File: src/rtl/nand_gate_bist.sv
// Exhaustive self-test of a WIDTH-input gate built only from 2-input NANDs, checked against a behavioural reference.
// Define FAULT_INJECT_EN to add inj_en/inj_mask, which corrupt gate_out so the checker's detection can be exercised.
module nand_gate_bist #(
   parameter int WIDTH = 2,
   parameter int ERR_W = 8
) (
   input  logic             clk,
   input  logic             rst_n,
   input  logic             start,
   input  logic [2:0]       mode,
`ifdef FAULT_INJECT_EN
   input  logic             inj_en,
   input  logic [WIDTH-1:0] inj_mask,
`endif
   output logic             busy,
   output logic             done,
   output logic             pass,
   output logic [WIDTH-1:0] vec,
   output logic             gate_out,
   output logic [ERR_W-1:0] err_count,
   output logic [WIDTH-1:0] first_fail
);

   typedef enum logic [1:0] {IDLE, RUN, DONE} state_t;

   localparam logic [WIDTH-1:0] VEC_LAST = '1;
   localparam logic [ERR_W-1:0] ERR_MAX  = '1;

   state_t             state_reg, state_next;
   logic [2:0]         mode_reg, mode_next;
   logic [WIDTH-1:0]   vec_reg, vec_next;
   logic [ERR_W-1:0]   err_reg, err_next;
   logic [WIDTH-1:0]   first_fail_reg, first_fail_next;
   logic               seen_reg, seen_next;

   logic               gut;
   logic               ref_bit;
   logic               mismatch;

   function automatic logic nand2(input logic a, input logic b);
      return ~(a & b);
   endfunction

   // Reduction chains: element gi holds the function of vec[gi:0]
   logic and_c [WIDTH];
   logic or_c  [WIDTH];
   logic xor_c [WIDTH];
   logic inv_v [WIDTH];

   assign and_c[0] = vec_reg[0];
   assign or_c[0]  = vec_reg[0];
   assign xor_c[0] = vec_reg[0];

   generate
      for (genvar gi = 0; gi < WIDTH; gi++) begin : g_inv
         assign inv_v[gi] = nand2(vec_reg[gi], vec_reg[gi]);
      end
      for (genvar gi = 1; gi < WIDTH; gi++) begin : g_chain
         logic and_n;
         logic xor_n;
         assign and_n     = nand2(and_c[gi-1], vec_reg[gi]);
         assign and_c[gi] = nand2(and_n, and_n);
         // a | b == nand(~a, ~b)
         assign or_c[gi]  = nand2(nand2(or_c[gi-1], or_c[gi-1]), inv_v[gi]);
         assign xor_n     = nand2(xor_c[gi-1], vec_reg[gi]);
         assign xor_c[gi] = nand2(nand2(xor_c[gi-1], xor_n), nand2(vec_reg[gi], xor_n));
      end
   endgenerate

   always_comb begin
      gut = 1'b0;
      case (mode_reg)
         3'd0:    gut = inv_v[0];
         3'd1:    gut = and_c[WIDTH-1];
         3'd2:    gut = or_c[WIDTH-1];
         3'd3:    gut = nand2(and_c[WIDTH-1], and_c[WIDTH-1]);
         3'd4:    gut = nand2(or_c[WIDTH-1], or_c[WIDTH-1]);
         3'd5:    gut = xor_c[WIDTH-1];
         3'd6:    gut = nand2(xor_c[WIDTH-1], xor_c[WIDTH-1]);
         default: gut = 1'b0;
      endcase
   end

   always_comb begin
      ref_bit = 1'b0;
      case (mode_reg)
         3'd0:    ref_bit = ~vec_reg[0];
         3'd1:    ref_bit = &vec_reg;
         3'd2:    ref_bit = |vec_reg;
         3'd3:    ref_bit = ~&vec_reg;
         3'd4:    ref_bit = ~|vec_reg;
         3'd5:    ref_bit = ^vec_reg;
         3'd6:    ref_bit = ~^vec_reg;
         default: ref_bit = 1'b0;
      endcase
   end

`ifdef FAULT_INJECT_EN
   assign gate_out = gut ^ (inj_en && ((vec_reg & inj_mask) == inj_mask));
`else
   assign gate_out = gut;
`endif

   assign mismatch = (gate_out != ref_bit);

   always_comb begin
      state_next      = state_reg;
      mode_next       = mode_reg;
      vec_next        = vec_reg;
      err_next        = err_reg;
      first_fail_next = first_fail_reg;
      seen_next       = seen_reg;
      case (state_reg)
         RUN: begin
            if (mismatch) begin
               if (err_reg != ERR_MAX) err_next = err_reg + 1'b1;
               if (!seen_reg) begin
                  seen_next       = 1'b1;
                  first_fail_next = vec_reg;
               end
            end
            if (vec_reg == VEC_LAST) state_next = DONE;
            else                     vec_next   = vec_reg + 1'b1;
         end
         default: begin
            // IDLE and DONE share acceptance; mode 7 is reserved and never starts a sweep
            if (start && (mode != 3'd7)) begin
               state_next      = RUN;
               mode_next       = mode;
               vec_next        = '0;
               err_next        = '0;
               first_fail_next = '0;
               seen_next       = 1'b0;
            end
         end
      endcase
   end

   always_ff @(posedge clk) begin
      if (!rst_n) begin
         state_reg      <= IDLE;
         mode_reg       <= '0;
         vec_reg        <= '0;
         err_reg        <= '0;
         first_fail_reg <= '0;
         seen_reg       <= 1'b0;
      end else begin
         state_reg      <= state_next;
         mode_reg       <= mode_next;
         vec_reg        <= vec_next;
         err_reg        <= err_next;
         first_fail_reg <= first_fail_next;
         seen_reg       <= seen_next;
      end
   end

   assign busy       = (state_reg == RUN);
   assign done       = (state_reg == DONE);
   assign pass       = done && (err_reg == '0);
   assign vec        = vec_reg;
   assign err_count  = err_reg;
   assign first_fail = first_fail_reg;

endmodule
File: config.mk
export PLATFORM = sky130hd
export DESIGN_NAME = nand_gate_bist
export DESIGN_NICKNAME = d
export VERILOG_FILES = /design/src/rtl/nand_gate_bist.sv
export SDC_FILE = /design/constraint.sdc
export NUM_CORES = 1
export LEC_CHECK = 0
export BUFFER_PORTS_ARGS = -buffer_cell sky130_fd_sc_hd__buf_4
export CAP_MARGIN = 5
export CORE_MARGIN = 1
export CORE_UTILIZATION = 40
export CTS_BUF_LIST = sky130_fd_sc_hd__clkbuf_4
export CTS_CLUSTER_DIAMETER = 40
export CTS_CLUSTER_SIZE = 30
export DETAILED_ROUTE_END_ITERATION = 8
export MAX_ROUTING_LAYER = met4
export PLACE_DENSITY_LB_ADDON = 0.12
export SLEW_MARGIN = 20
export SYNTH_ARGS = -nofsm -noshare
export SYNTH_HDL_FRONTEND = slang
export SYNTH_SLANG_ARGS = --single-unit
File: constraint.sdc
create_clock -name clk -period 3.9 [get_ports clk]
set_input_delay 0.585 -clock clk [delete_from_list [all_inputs] [get_ports clk]]
set_output_delay 0.585 -clock clk [all_outputs]
set_load 0.1 [all_outputs]
# Yosys cells after proc, flatten, opt, wreduce, memory -nomap -nowiden
# Cells that the tools add are included.
op_classes:
  n_reduce_logical: 17
  addsub: 2
  mux: 18
  bitwise: 13
  n_eq_ne: 17
ops:
  columns: ["cell", "n"]
  rows:
  - ["two-way mux 8 bit", 4]
  - ["two-way mux 2 bit", 9]
  - ["one-hot mux 1 bit (7 select lines)", 2]
  - ["AND reduction 2 bit", 5]
  - ["== test 3 bit, second input constant", 3]
  - ["adder 8 x 1 -> 8 bit, second input constant", 1]
  - ["logical NOT 8 bit", 1]
  - ["!= test 8 bit, second input constant", 1]
  - ["NOT 1 bit", 8]
  - ["== test 3 x 2 -> 1 bit, second input constant", 2]
  - ["!= test 2 x 1 -> 1 bit, second input constant", 3]
  - ["AND reduction 3 bit", 2]
  - ["AND 1 bit", 5]
  - ["== test 2 bit, second input constant", 2]
  - ["!= test 2 bit, second input constant", 2]
  - ["== test 3 x 1 -> 1 bit, second input constant", 1]
  - ["logical NOT 3 bit", 1]
  - ["two-way mux 1 bit", 3]
  - ["!= test 3 bit, second input constant", 1]
  - ["adder 2 x 1 -> 2 bit, second input constant", 1]
  - ["== test 2 x 1 -> 1 bit, second input constant", 1]
  - ["logical AND 1 bit", 2]
  - ["logical NOT 1 bit", 2]
  - ["nonzero test 2 bit", 1]
  - ["4 further kinds", 4]
totals:
  wordCells: 73
  ff_bits: 18
  input_bits: 6

# Longest topological paths before layout
logic_depth:
  ltp_word: 10
  depth_mapped: 5

# Worst setup path after synthesis
# No wires, ideal clock.
synth_path:
  path_type: "reg-to-output"
  start: "register state_reg[1]"
  end: "output port pass"
  required_time_ps: 3315
  n_path_buf: 0
  arrival_time_ps: 4736
  slack_ps: -1421
  stages_incl_launch_ff: 4
  path_cell_list: "dfxtp_1 > nor2b_1 > nand2_1 > nor4_1"
synth_via:
  elab_chain_cells: 2
synth_rtl:
  columns: ["item", "line", "source"]
  rows:
  - ["from (decl)", "29", "state_t state_reg, state_next;"]
  - ["from (signal assigned)", "148", "state_reg <= state_next;"]
  - ["== test 2 bit", "158", "assign done = (state_reg == DONE);"]
  - ["named net done", "16", "output logic done,"]
  - ["logical AND 1 bit", "159", "assign pass = done && (err_reg == '0);"]
  - ["to (decl)", "17", "output logic pass,"]
# The timed path passes the listed nets, and every way through them passes these cells.

# Worst setup path after layout
layout_path:
  start: "register vec_reg[0], in the netlist vec[0]"
  end: "output port gate_out"
layout_via:
  elab_chain_cells: 7
  elab_cells_between_ends: 12
  cone_classes: "mux: 1; bitwise: 11"
layout_rtl:
  columns: ["item", "line", "source"]
  rows:
  - ["from (decl)", "31", "logic [WIDTH-1:0] vec_reg, vec_next;"]
  - ["from (signal assigned)", "150", "vec_reg <= vec_next;"]
  - ["AND 1 bit", "41", "return ~(a & b);"]
  - ["NOT 1 bit", "41", null]
  - ["AND 1 bit", "41", null]
  - ["NOT 1 bit", "41", null]
  - ["AND 1 bit", "41", null]
  - ["NOT 1 bit", "41", null]
  - ["one-hot mux 1 bit (7 select lines) *", "72", "case (mode_reg)"]
  - ["to (decl)", "19", "output logic gate_out,"]
# Mark *: on every way between the ends. The rest lies on a longest branch, timed or not.

==> metrics.yaml <==
global_routing:
  grt_first_pass_wirelength_mm: 2.22
  grtUsageTotal_pct: 16.9
  grt_overflow: 0
  antenna_found_initial: 0
  grt_max_degree: 21
  grt_pass1_vias: 521
floorplan:
  fp.dieH_um: 43.5
  die_area_sq_mm: 0.00189
  design.core.area_sq_mm: 0.00156
  io_pins: 22
  start_util_pct: 44.1
  rows: 14
  die_w_um: 43.5
power_and_ir_drop:
  power_mw: 0.358
  power_density_mw_per_mm2: 398
  p_leak_nw: 0.428
  peakVddDrop_v: 0.000207
routing:
  drcViolationCount: 0
  vias_per_cell: 5.25
  vias: 567
  wl_mm: 1.32
  wl_per_cell_um: 12.3
  final_antenna_net_count: 0
  drt-pass1-iter-count: 2
  drtIter0Drc: 3
worst_setup_path:
  critPathLaunchType: "flop"
  path_cells: "inv_1, ha_1, mux2_1, mux4_2, buf_4"
  critical_path_class: "reg2out"
  cp.arrival_ns: 2.07
  critPathRequiredTime_ns: 3.31
  worst_path_largest_cell_delay_ns: 0.44
  cp_slowest_cell: "mux4_2"
  path_max_fanout: 5
  crit_path_end_kind: "primary output"
sta:
  hold_violations: 0
  worst_hold_slack_ns: 0.488
  grt_setup_unrepaired: "no"
  finClkSkew_ns: 0.000626
  tightest_slew_ns: 0.342
  maxSlewHeadroom_pct: 77.2
  setup_violations: 0
  fin_crit_ns: 2.66
  drv_slew: 0
  tns_ns: 0
  finalCritPeriodShare_pct: 68.1
  finalWorstSetupSlack_ns: 1.24
  clock.fmax_mhz: 377
synthesis:
  synth_area_leaders: "dfxtp_1, and3_1, ha_1"
  syn-instance-count: 70
  yosysTopAreaCell: "dfxtp_1"
  yosysWarningCount: 0
  ys_ff_latch: 17
  syn_area_sq_um: 688
  synth_top_area_share_pct: 49.5
  synth_cell_type_count: 20
  yosysSeqAreaShare_pct: 49.5
  synth_nets: 79
  avgSynthCellArea_sq_um: 9.83
final_layout:
  largest_register_ff_count: 8
  synthToLayoutAreaGrowth_pct: 30.7
  fillCellCount: 147
  layout.nets: 102
  diodes: 0
  drive_gt1_share_pct: 33.7
clock_network:
  holdBufCountCts: 0
  clockBufferDepth: 2
  cts_tree: "done"
  cts_root_buf: "clkbuf_4"
  post_cts_buffers: 0
  h-tree-depth: 1
  cts_sinks: 17
  cts_made_buffers: 3
  cts_resized: 0
  clk_latency_ns: 0.29
  clk_pin_slew_ns: 0.09
status:
  status: "finished clean"
placed_design:
  gp_congestion: 0.793
  preCtsSetupSlack_ns: 1.55
  place.detailed.hpwl_um: 908
  port_buffers: 21
job:
  drv_cap: 0
worst_hold_path:
  hold_path.class: "reg2reg"
[metrics by stage]
| stage | utilization, % | cell area [sq um] | cells |
|---|---|---|---|
| finish | 57.7 | 900 | 108 |
| global route | 57.7 | 900 | 108 |
| CTS | 57.7 | 900 | 108 |
| detailed placement | 55.8 | 870 | 104 |
| global placement | 55.8 | 870 | 104 |
| floorplan | - | 703 | 70 |
[cells by family (layout without fill, tap and decap cells)]
kind of cell    Yosys count  after routing  synth area share (%)
simple gates             29             29                  24.2
mux                       3              3                  6.36
buf+inv                   9             31                  4.91
fa+ha+maj                 3              3                  5.46
flops                    17             17                  49.5
compound gates            9              9                  9.64
[per-layer routing]
| metal | wire, um | GRT usage, % | vias up |
|---|---|---|---|
| met5 | 0 | - | - |
| met4 | 45 | 13.1 | 0 |
| met3 | 48 | 2.50 | 5 |
| met2 | 582 | 25.8 | 14 |
| met1 | 646 | 19.8 | 256 |
| li1 | - | - | 292 |
[worst max-delay path, delay by kind of cell, from the launching register on]
kind                     cells  cell delay, ns
multiplexers                 2            0.73
adder cells (fa/ha/maj)      1            0.32
flip-flops                   1            0.41
buffers and inverters        2            0.32
[final cells by class]
cell class	instances	area [sq um]	share of cell area, %
clock buffer	4	30.0	3.34
inverter	6	22.5	2.50
multi-input combinational	44	329	36.6
sequential	17	340	37.8
tap	16	20.0	2.23
timing repair buffer	21	158	17.5
[placed cells by master (no fill, tap or decap), types with 3 or more instances in the layout]
cell type  netlist  layout
o21ai_0          5       5
buf_4            0      21
inv_1            6       6
o221a_2          3       3
nand3_1          7       7
and3_1          11      11
dfxtp_1         17      17
clkbuf_4         0       4
nand2_1          4       4
ha_1             3       3
[report_power, final]
group	switching, mW	internal [mW]
Combinational	0.0520	0.0226
Sequential	0.00526	0.178
Clock	0.0526	0.0467
[cells in the mapped netlist, drive strengths merged]
library cell / number
nand2b: 1
o21ai: 5
mux2: 1
nor2b: 1
o221a: 3
clkbuf: 3
nor3b: 1
ha: 3
nand3: 7
mux4: 1
nor4b: 1
dfxtp: 17
a21boi: 1
mux2i: 1
or3b: 1
and3: 11
nor2: 1
nand2: 4
nor4: 1
inv: 6
[path summary, 6_finish.rpt]
kind,depth (start not counted),from,slack [ns],to
worst max-delay path,5,vec[0],1.24,gate_out
worst min-delay path,1,first_fail[0],0.49,first_fail[0]
worst max register to register,4,vec[0],2.49,vec[0]
worst min register to register,1,first_fail[0],0.49,first_fail[0]
Power figures use the tool's default switching activity.
